`src/rtl/usr_pkg.sv`:
```
// Shared definitions for the universal shift register: mode encodings and
// the helper that sizes the shift counter.
package usr_pkg;

  typedef logic [1:0] usr_mode_t;

  localparam usr_mode_t MODE_HOLD = 2'b00;
  localparam usr_mode_t MODE_SHR  = 2'b01;
  localparam usr_mode_t MODE_SHL  = 2'b10;
  localparam usr_mode_t MODE_LOAD = 2'b11;

  // Bits needed to hold a count from 0 up to and including width.
  function automatic int unsigned usr_count_width(input int unsigned width);
    return $clog2(width + 1);
  endfunction

endpackage

```
`src/rtl/usr_bit_cell.sv`:
```
// One bit of the universal shift register: a 4:1 next-state mux feeding a
// flip-flop with synchronous reset, preset and clock enable.
module usr_bit_cell
  import usr_pkg::*;
#(
  parameter logic RESET_BIT = 1'b0
) (
  input  logic      clock_pos,
  input  logic      reset_neg,
  input  logic      preset_neg,
  input  logic      enable,
  input  usr_mode_t mode,
  input  logic      from_left,
  input  logic      from_right,
  input  logic      parallel_bit,
  output logic      bit_out
);

  logic bit_d;
  logic bit_q;

  // Next-state select: keep, take upper neighbour, take lower neighbour, or load.
  always_comb begin
    bit_d = bit_q;
    unique case (mode)
      MODE_HOLD: bit_d = bit_q;
      MODE_SHR:  bit_d = from_left;
      MODE_SHL:  bit_d = from_right;
      MODE_LOAD: bit_d = parallel_bit;
    endcase
  end

  // Storage flop; reset beats preset, preset beats the enable gate.
  always_ff @(posedge clock_pos) begin
    if (!reset_neg) begin
      bit_q <= RESET_BIT;
    end else if (!preset_neg) begin
      bit_q <= 1'b1;
    end else if (enable) begin
      bit_q <= bit_d;
    end
  end

  assign bit_out = bit_q;

endmodule

```
`src/rtl/universal_shift_register.sv`:
```
// WIDTH-bit universal shift register with hold / shift right / shift left /
// parallel load, optional rotation, and a saturating shift counter that
// pulses shift_done when the WIDTH-th shift since the last load completes.
module universal_shift_register
  import usr_pkg::*;
#(
  parameter int unsigned      WIDTH       = 8,
  parameter bit               ROTATE      = 1'b0,
  parameter logic [WIDTH-1:0] RESET_VALUE = '0
) (
  input  logic                                 clock_pos,
  input  logic                                 reset_neg,
  input  logic                                 preset_neg,
  input  logic                                 enable,
  input  logic [1:0]                           mode,
  input  logic                                 serial_in_left,
  input  logic                                 serial_in_right,
  input  logic [WIDTH-1:0]                     parallel_in,
  output logic [WIDTH-1:0]                     signal_out,
  output logic [WIDTH-1:0]                     signal_out_neg,
  output logic                                 serial_out_left,
  output logic                                 serial_out_right,
  output logic [usr_count_width(WIDTH)-1:0]    shift_count,
  output logic                                 shift_done
);

  localparam int unsigned CW = usr_count_width(WIDTH);
  localparam logic [CW-1:0] CountFull = CW'(WIDTH);

  logic [WIDTH-1:0] data;

  for (genvar i = 0; i < WIDTH; i++) begin : g_bit
    logic from_left;
    logic from_right;

    // MSB takes the serial input, or wraps from the LSB when rotating.
    if (i == WIDTH - 1) begin : g_msb
      assign from_left = ROTATE ? data[0] : serial_in_left;
    end else begin : g_mid_l
      assign from_left = data[i+1];
    end

    // LSB takes the serial input, or wraps from the MSB when rotating.
    if (i == 0) begin : g_lsb
      assign from_right = ROTATE ? data[WIDTH-1] : serial_in_right;
    end else begin : g_mid_r
      assign from_right = data[i-1];
    end

    usr_bit_cell #(
      .RESET_BIT (RESET_VALUE[i])
    ) u_cell (
      .clock_pos    (clock_pos),
      .reset_neg    (reset_neg),
      .preset_neg   (preset_neg),
      .enable       (enable),
      .mode         (mode),
      .from_left    (from_left),
      .from_right   (from_right),
      .parallel_bit (parallel_in[i]),
      .bit_out      (data[i])
    );
  end

  logic [CW-1:0] count_d, count_q;
  logic          done_d, done_q;
  logic          is_shift;

  assign is_shift = enable && ((mode == MODE_SHR) || (mode == MODE_SHL));

  // Counter next state; shift_done is a pulse so it defaults low every edge.
  always_comb begin
    count_d = count_q;
    done_d  = 1'b0;
    if (!preset_neg) begin
      count_d = '0;
    end else if (enable && (mode == MODE_LOAD)) begin
      count_d = '0;
    end else if (is_shift && (count_q < CountFull)) begin
      count_d = count_q + CW'(1);
      done_d  = (count_d == CountFull);
    end
  end

  // Counter and pulse registers with synchronous active-low reset.
  always_ff @(posedge clock_pos) begin
    if (!reset_neg) begin
      count_q <= '0;
      done_q  <= 1'b0;
    end else begin
      count_q <= count_d;
      done_q  <= done_d;
    end
  end

  assign signal_out       = data;
  assign signal_out_neg   = ~data;
  assign serial_out_left  = data[WIDTH-1];
  assign serial_out_right = data[0];
  assign shift_count      = count_q;
  assign shift_done       = done_q;

endmodule

```
`config.mk`:
```
export PLATFORM = sky130hd
export DESIGN_NAME = universal_shift_register
export DESIGN_NICKNAME = d
export VERILOG_FILES = /design/src/rtl/usr_pkg.sv /design/src/rtl/usr_bit_cell.sv /design/src/rtl/universal_shift_register.sv
export SDC_FILE = /design/constraint.sdc
export NUM_CORES = 1
export LEC_CHECK = 0
export BUFFER_PORTS_ARGS = -buffer_cell sky130_fd_sc_hd__buf_2
export CORE_UTILIZATION = 44
export CTS_CLUSTER_DIAMETER = 120
export DETAILED_ROUTE_END_ITERATION = 8
export PLACE_DENSITY = 0.81
export SLEW_MARGIN = 20
export SYNTH_ARGS = -nofsm -noshare
export SYNTH_HDL_FRONTEND = slang
export SYNTH_SLANG_ARGS = --single-unit
```
`constraint.sdc`:
```
create_clock -name clock_pos -period 1.1 [get_ports clock_pos]
set_input_delay 0.055 -clock clock_pos [delete_from_list [all_inputs] [get_ports clock_pos]]
set_output_delay 0.055 -clock clock_pos [all_outputs]
set_load 0.02 [all_outputs]
```
==> results of run 1 <==
## cells in the mapped netlist, types with 2 or more instances
| cell | n | share of area [%] |
|---|---|---|
| buf_6 | 2 | 2.9 |
| inv_1 | 10 | 4.8 |
| nand2_1 | 9 | 4.3 |
| xor2_1 | 2 | 2.2 |
| o21ai_0 | 8 | 5.1 |
| nor2_1 | 4 | 1.9 |
| buf_4 | 9 | 8.6 |
| dfxtp_1 | 13 | 33 |
| a31oi_1 | 9 | 7.2 |
| nand2b_1 | 6 | 4.8 |
| ha_1 | 4 | 6.4 |
| or2b_1 | 2 | 1.9 |
| a22oi_1 | 8 | 7.6 |
## metrics by stage
step	setup WS (ns)	cells	area [µm²]	util [%]
3_3_place_gp	0.07510	149	939.7	58.95
3_5_place_dp	0.03914	149	939.7	58.95
6_report	0.1062	153	965.9	60.60
4_1_cts	0.09923	153	965.9	60.60
2_1_floorplan	0.02220	95	787.0	-
5_1_grt	0.01469	153	965.9	60.60
## kinds of logic after synthesis
group                      after synthesis
buffers and inverters                   21
xor gates and xnor gates                 2
AOI/OAI and AO/OA                       25
muxes                                    1
DFF                                     13
adders and majority gates                4
and+or+nand+nor                         29
## power breakdown
part           switching, mW  internal [mW]  leakage [nW]
Combinational          0.188          0.125         0.368
Sequential            0.0323          0.499         0.108
Clock                  0.157          0.141        0.0150
## worst max-delay path, cell delays in order (launching register included)
cell	delay [ns]
dfxtp_1	0.38
ha_1	0.16
nand4b_1	0.14
xor2_1	0.16
nor2_1	0.05
## cell usage in the layout (no fill, tap or decap)
cell      count
ha_1          4
xor2_1        2
or2b_1        2
nand4b_1      1
clkbuf_4      3
and3_1        1
buf_4         3
a22oi_1       8
nand2b_1      6
nand2_1       9
mux2i_1       1
nand3_1       1
nor3b_1       1
and2_4        1
o21ai_0       8
a31oi_1       9
buf_2        38
nor2_1        4
inv_1        10
nand3b_1      1
nor2b_4       1
nor2_2        1
clkbuf_1      1
dfxtp_1      13
## path summary, 6_finish.rpt
check                            endpoint  slack [ns]  depth (start not counted)            from
setup reg to reg           shift_count[2]        0.11                          4  shift_count[1]
hold reg to reg            shift_count[3]        0.51                          2  shift_count[3]
setup / recovery           shift_count[2]        0.11                          4  shift_count[1]
hold / removal    g_bit[7].u_cell.bit_out        0.03                          3  serial_in_left
## layout make-up
type / count / area, µm² / area share [%]
multi-input combinational: 61 / 399.1 / 41.32
sequential: 13 / 260.3 / 26.94
timing repair buffer: 41 / 212.7 / 22.02
inverter: 10 / 37.54 / 3.886
tap: 24 / 30.03 / 3.109
clock buffer: 4 / 26.28 / 2.720
## state kept, by name (all words and copies together) (netlist names)
signal	flops
g_bit.u_cell.bit_out	8
shift_count	4
shift_done	1
## per-layer routing
layer | wire, µm | global-route usage (%)
met4 | 14 | 8.485
met3 | 147 | 9.388
met2 | 791 | 31.47
met1 | 754 | 21.80
met5 | 0 | 0
==> flow_metrics.py, run 1 <==
metrics = {
    "sta": {
        "rsz0062_at_grt": "false",
        "fin_crit_sh_pct": 90.35,
        "fmax_ghz": 1.006,
        "fin_crit_ns": 0.9938,
        "finalClockSkew_ns": 0.009176,
        "timing.hold.ws_ns": 0.03272,
        "final_max_slew_viol_count": 0,
        "finalSetupViolCount": 0,
        "hold_viol": 0,
        "slew_headroom_pct": 79.86,
        "tns_ns": 0,
        "tightest_slew_ns": 0.3018,
    },
    "logic_synthesis": {
        "avgSynthCellArea_um2": 8.284,
        "synthFlopType": "dfxtp_1",
        "synth.cell_area_um2": 787.0,
        "seq_area_frac_synth_pct": 33.07,
        "synth_mux_area_share_pct": 1.272,
        "synth_top_family_by_area": "simple AND/OR/NAND/NOR gates",
        "yosysUniqueCellTypes": 22,
        "syn_inst": 95,
        "synth_edf_count": 0,
        "synthArstFlopShare_pct": 0,
        "synth_adder_area_share_pct": 6.359,
        "synth_compound_area_share_pct": 19.87,
        "syn-num-nets": 115,
        "synthSimpleGateAreaFrac_pct": 20.99,
        "ys_ff_latch": 13,
        "synth_xor_area_share_pct": 2.226,
        "synth_warnings": 0,
    },
    "floorplan": {
        "boundaryPins": 39,
        "die_h_um": 44.29,
        "fp.dieW_um": 44.29,
        "std_cell_rows": 14,
        "dieArea_um2": 1962,
        "start_util_pct": 49.37,
        "core_area_um2": 1594,
    },
    "placement": {
        "place.gp.congestion": 0.7755,
        "port-buffer-count": 38,
        "hpwlAfterDp_um": 1274,
    },
    "cts": {
        "hold_buffers": 0,
        "cts.reportedPaths.clkPinSlew_ns": 0.08,
        "clkLatencyLatePin_ns": 0.28,
        "cts.sinks": 13,
        "cts-root-buf": "clkbuf_4",
        "htreeDepth": 1,
        "numCtsBuffers": 3,
        "cts_setup_buffers": 0,
        "cts_resized": 0,
        "clock_path_buffers": 2,
        "cts_tree": "done",
    },
    "worst_setup_path": {
        "worst-setup-path-type": "reg2reg",
        "arrival_ns": 1.16,
        "crit_path_end_kind": "flip-flop",
        "setup.worst_path.start_class": "flip-flop",
        "crit_fanout": 4,
        "crit_required_ns": 1.26,
    },
    "power": {
        "peakVddDrop_mv": 0.8448,
        "powerDensity_nw_per_um2": 1183,
        "p_leak_nw": 0.4906,
        "finalPower_mw": 1.142,
    },
    "drt": {
        "vias": 754,
        "dr.first_iter.drc_count": 13,
        "wl_per_cell_um": 11.16,
        "drc_errors": 0,
        "wirelength_um": 1707,
        "viasPerCell": 4.928,
        "final_antenna_net_count": 0,
        "first_pass_iters": 4,
    },
    "grt": {
        "grt_max_degree": 11,
        "groute.usage.overall_pct": 19.51,
        "grt_pass1_vias": 672,
        "grt_pass1_wl_um": 2787,
        "grt-ovfl-total": 0,
        "antenna_found_initial": 0,
    },
    "run": {
        "max-cap-violations": 0,
    },
    "layout": {
        "antennaDiodeCount": 0,
        "layout-drive-gt1-share_pct": 36.43,
        "areaGrowthSynthToFinish_pct": 22.73,
        "fill_cells": 158,
        "layout.nets": 150,
    },
    "status": {
        "outcome": "complete, no violations",
    },
    "min_path": {
        "hp-class": "in2reg",
    },
}
Power figures use the tool's default switching activity.
==> inputs of run 2 (changes only) <==
- SETUP_SLACK_MARGIN: not set -> 0.3
==> flow_metrics.py, run 2 (synthesized netlist as in run 1, its figures left out) <==
metrics = {
    "floorplan": {
        "core_area_um2": 1594,
        "die_h_um": 44.29,
        "start_util_pct": 49.37,
        "dieArea_um2": 1962,
        "fp.dieW_um": 44.29,
        "boundaryPins": 39,
        "std_cell_rows": 14,
    },
    "layout": {
        "final_core_util_pct": 78.89,
        "seqCellArea_um2": 299.0,
        "final_cell_mix": "22 x buf_6, 16 x buf_2, 10 x dfxtp_4, 9 x nand2_1, 9 x a31oi_1",
        "fill_cells": 90,
        "final_area_um2": 1257,
        "layout-drive-gt1-share_pct": 58.65,
        "antennaDiodeCount": 0,
        "mostFrequentLayoutCell": "buf_6",
        "largest_reg_flops": 8,
        "layout.nets": 154,
        "areaGrowthSynthToFinish_pct": 59.78,
        "multi_input_area_um2": 454.2,
    },
    "power": {
        "peakVddDrop_mv": 0.6313,
        "p_leak_nw": 0.5553,
        "powerDensity_nw_per_um2": 1043,
        "finalPower_mw": 1.311,
    },
    "worst_setup_path": {
        "reg2reg_from": "shift_count[0]",
        "crit_path_end_kind": "primary output",
        "setup.worst_path.start_class": "flip-flop",
        "worst_r2r_path_depth": 4,
        "regToRegSetupSlack_ns": 0.16,
        "worst-setup-path-type": "reg2out",
        "r2r-end": "shift_count[2]",
        "crit_required_ns": 1.04,
        "crit_fanout": 4,
        "arrival_ns": 0.89,
    },
    "grt": {
        "grt_max_degree": 11,
        "antenna_found_initial": 0,
        "grt-ovfl-total": 0,
        "grt_pass1_wl_um": 3160,
        "grt_pass1_vias": 728,
        "groute.usage.overall_pct": 22.28,
    },
    "cts": {
        "cts.sinks": 13,
        "cts_tree": "done",
        "clock_path_buffers": 2,
        "clkLatencyLatePin_ns": 0.27,
        "numCtsBuffers": 3,
        "cts-root-buf": "clkbuf_4",
        "htreeDepth": 1,
        "cts.reportedPaths.clkPinSlew_ns": 0.08,
    },
    "drt": {
        "wirelength_um": 2143,
        "wl_per_cell_um": 13.65,
        "final_antenna_net_count": 0,
        "drc_errors": 0,
        "viasPerCell": 5.223,
        "dr.first_iter.drc_count": 33,
        "first_pass_iters": 4,
        "vias": 820,
    },
    "placement": {
        "placed_cell_area_um2": 1008,
        "hpwlAfterDp_um": 1388,
        "port-buffer-count": 38,
        "place.gp.congestion": 0.8465,
        "post-place-ws_ns": -0.04628,
    },
    "sta": {
        "fin_crit_sh_pct": 86.27,
        "tns_ns": 0,
        "finalSetupViolCount": 0,
        "fin_ws_ns": 0.1510,
        "fin_crit_ns": 0.9490,
        "rsz0062_at_grt": "true",
        "slew_headroom_pct": 86.12,
        "tightest_slew_ns": 0.2078,
        "final_max_slew_viol_count": 0,
        "finalClockSkew_ns": 0.005534,
        "fmax_ghz": 1.054,
        "hold_viol": 0,
    },
    "min_path": {
        "hp-class": "in2reg",
        "worstHoldStart": "serial_in_left",
        "hold_depth": 3,
        "holdPathEnd": "g_bit[7].u_cell.bit_out",
    },
    "status": {
        "outcome": "complete, no violations",
    },
    "run": {
        "max-cap-violations": 0,
    },
}
[run 2: critical path, cell delays in order (launching register included)]
cell and delay [ns]:
dfxtp_4 0.37, buf_4 0.13, buf_6 0.12
[run 2: what timing repair did]
| action | in CTS | in global routing |
|---|---|---|
| endpoints found under the setup margin | 35 | 36 |
| buffers inserted | 3 | 2 |
| gates resized for setup | 66 | 9 |
| hold buffers | 0 | 0 |
| pin swaps | 6 | 3 |
[run 2: area by class of cell]
type                    count  area share (%)
multi-input cells          61           36.12
flip-flops and latches     13           23.78
well taps                  24           2.388
clock buffers               4           2.090
inverters                  10           4.378
repair buffers             45           31.24
[run 2: how the worst max path moves through the flow]
stage / endpoint / depth (start not counted) / start / slack, ns
after CTS: shift_count[2] / 4 / shift_count[0] / 0.16
after detailed placement: g_bit[4].u_cell.bit_out / 5 / mode[0] / -0.05
after floorplan: shift_count[2] / 4 / shift_count[1] / 0.18
final: shift_count[0] / 2 / shift_count[0] / 0.15
after global routing: shift_count[2] / 4 / shift_count[0] / 0.09
after global placement: shift_done / 5 / mode[0] / -0.003
[run 2: where the power goes]
part,internal (mW),switching [mW],leakage [nW]
logic,0.238,0.228,0.427
registers,0.497,0.0487,0.113
clock network,0.140,0.160,0.0150
total,0.875,0.436,0.555
[run 2: per-stage QoR]
step	hold slack [ns]	instances
after global routing	0.04523	157
final	0.03765	157
after global placement	0.3262	148
after detailed placement	0.3260	148
after CTS	0.04170	155
after floorplan	0.1858	95
[run 2: metal layers]
| metal | track usage [%] | up-vias | share of wire (%) |
|---|---|---|---|
| li1 | - | 396 | - |
| met1 | 28.00 | 362 | 39 |
| met2 | 35.59 | 54 | 48 |
| met3 | 4.490 | 8 | 10 |
| met4 | 12.12 | 0 | 2.0 |
| met5 | 0 | - | 0 |
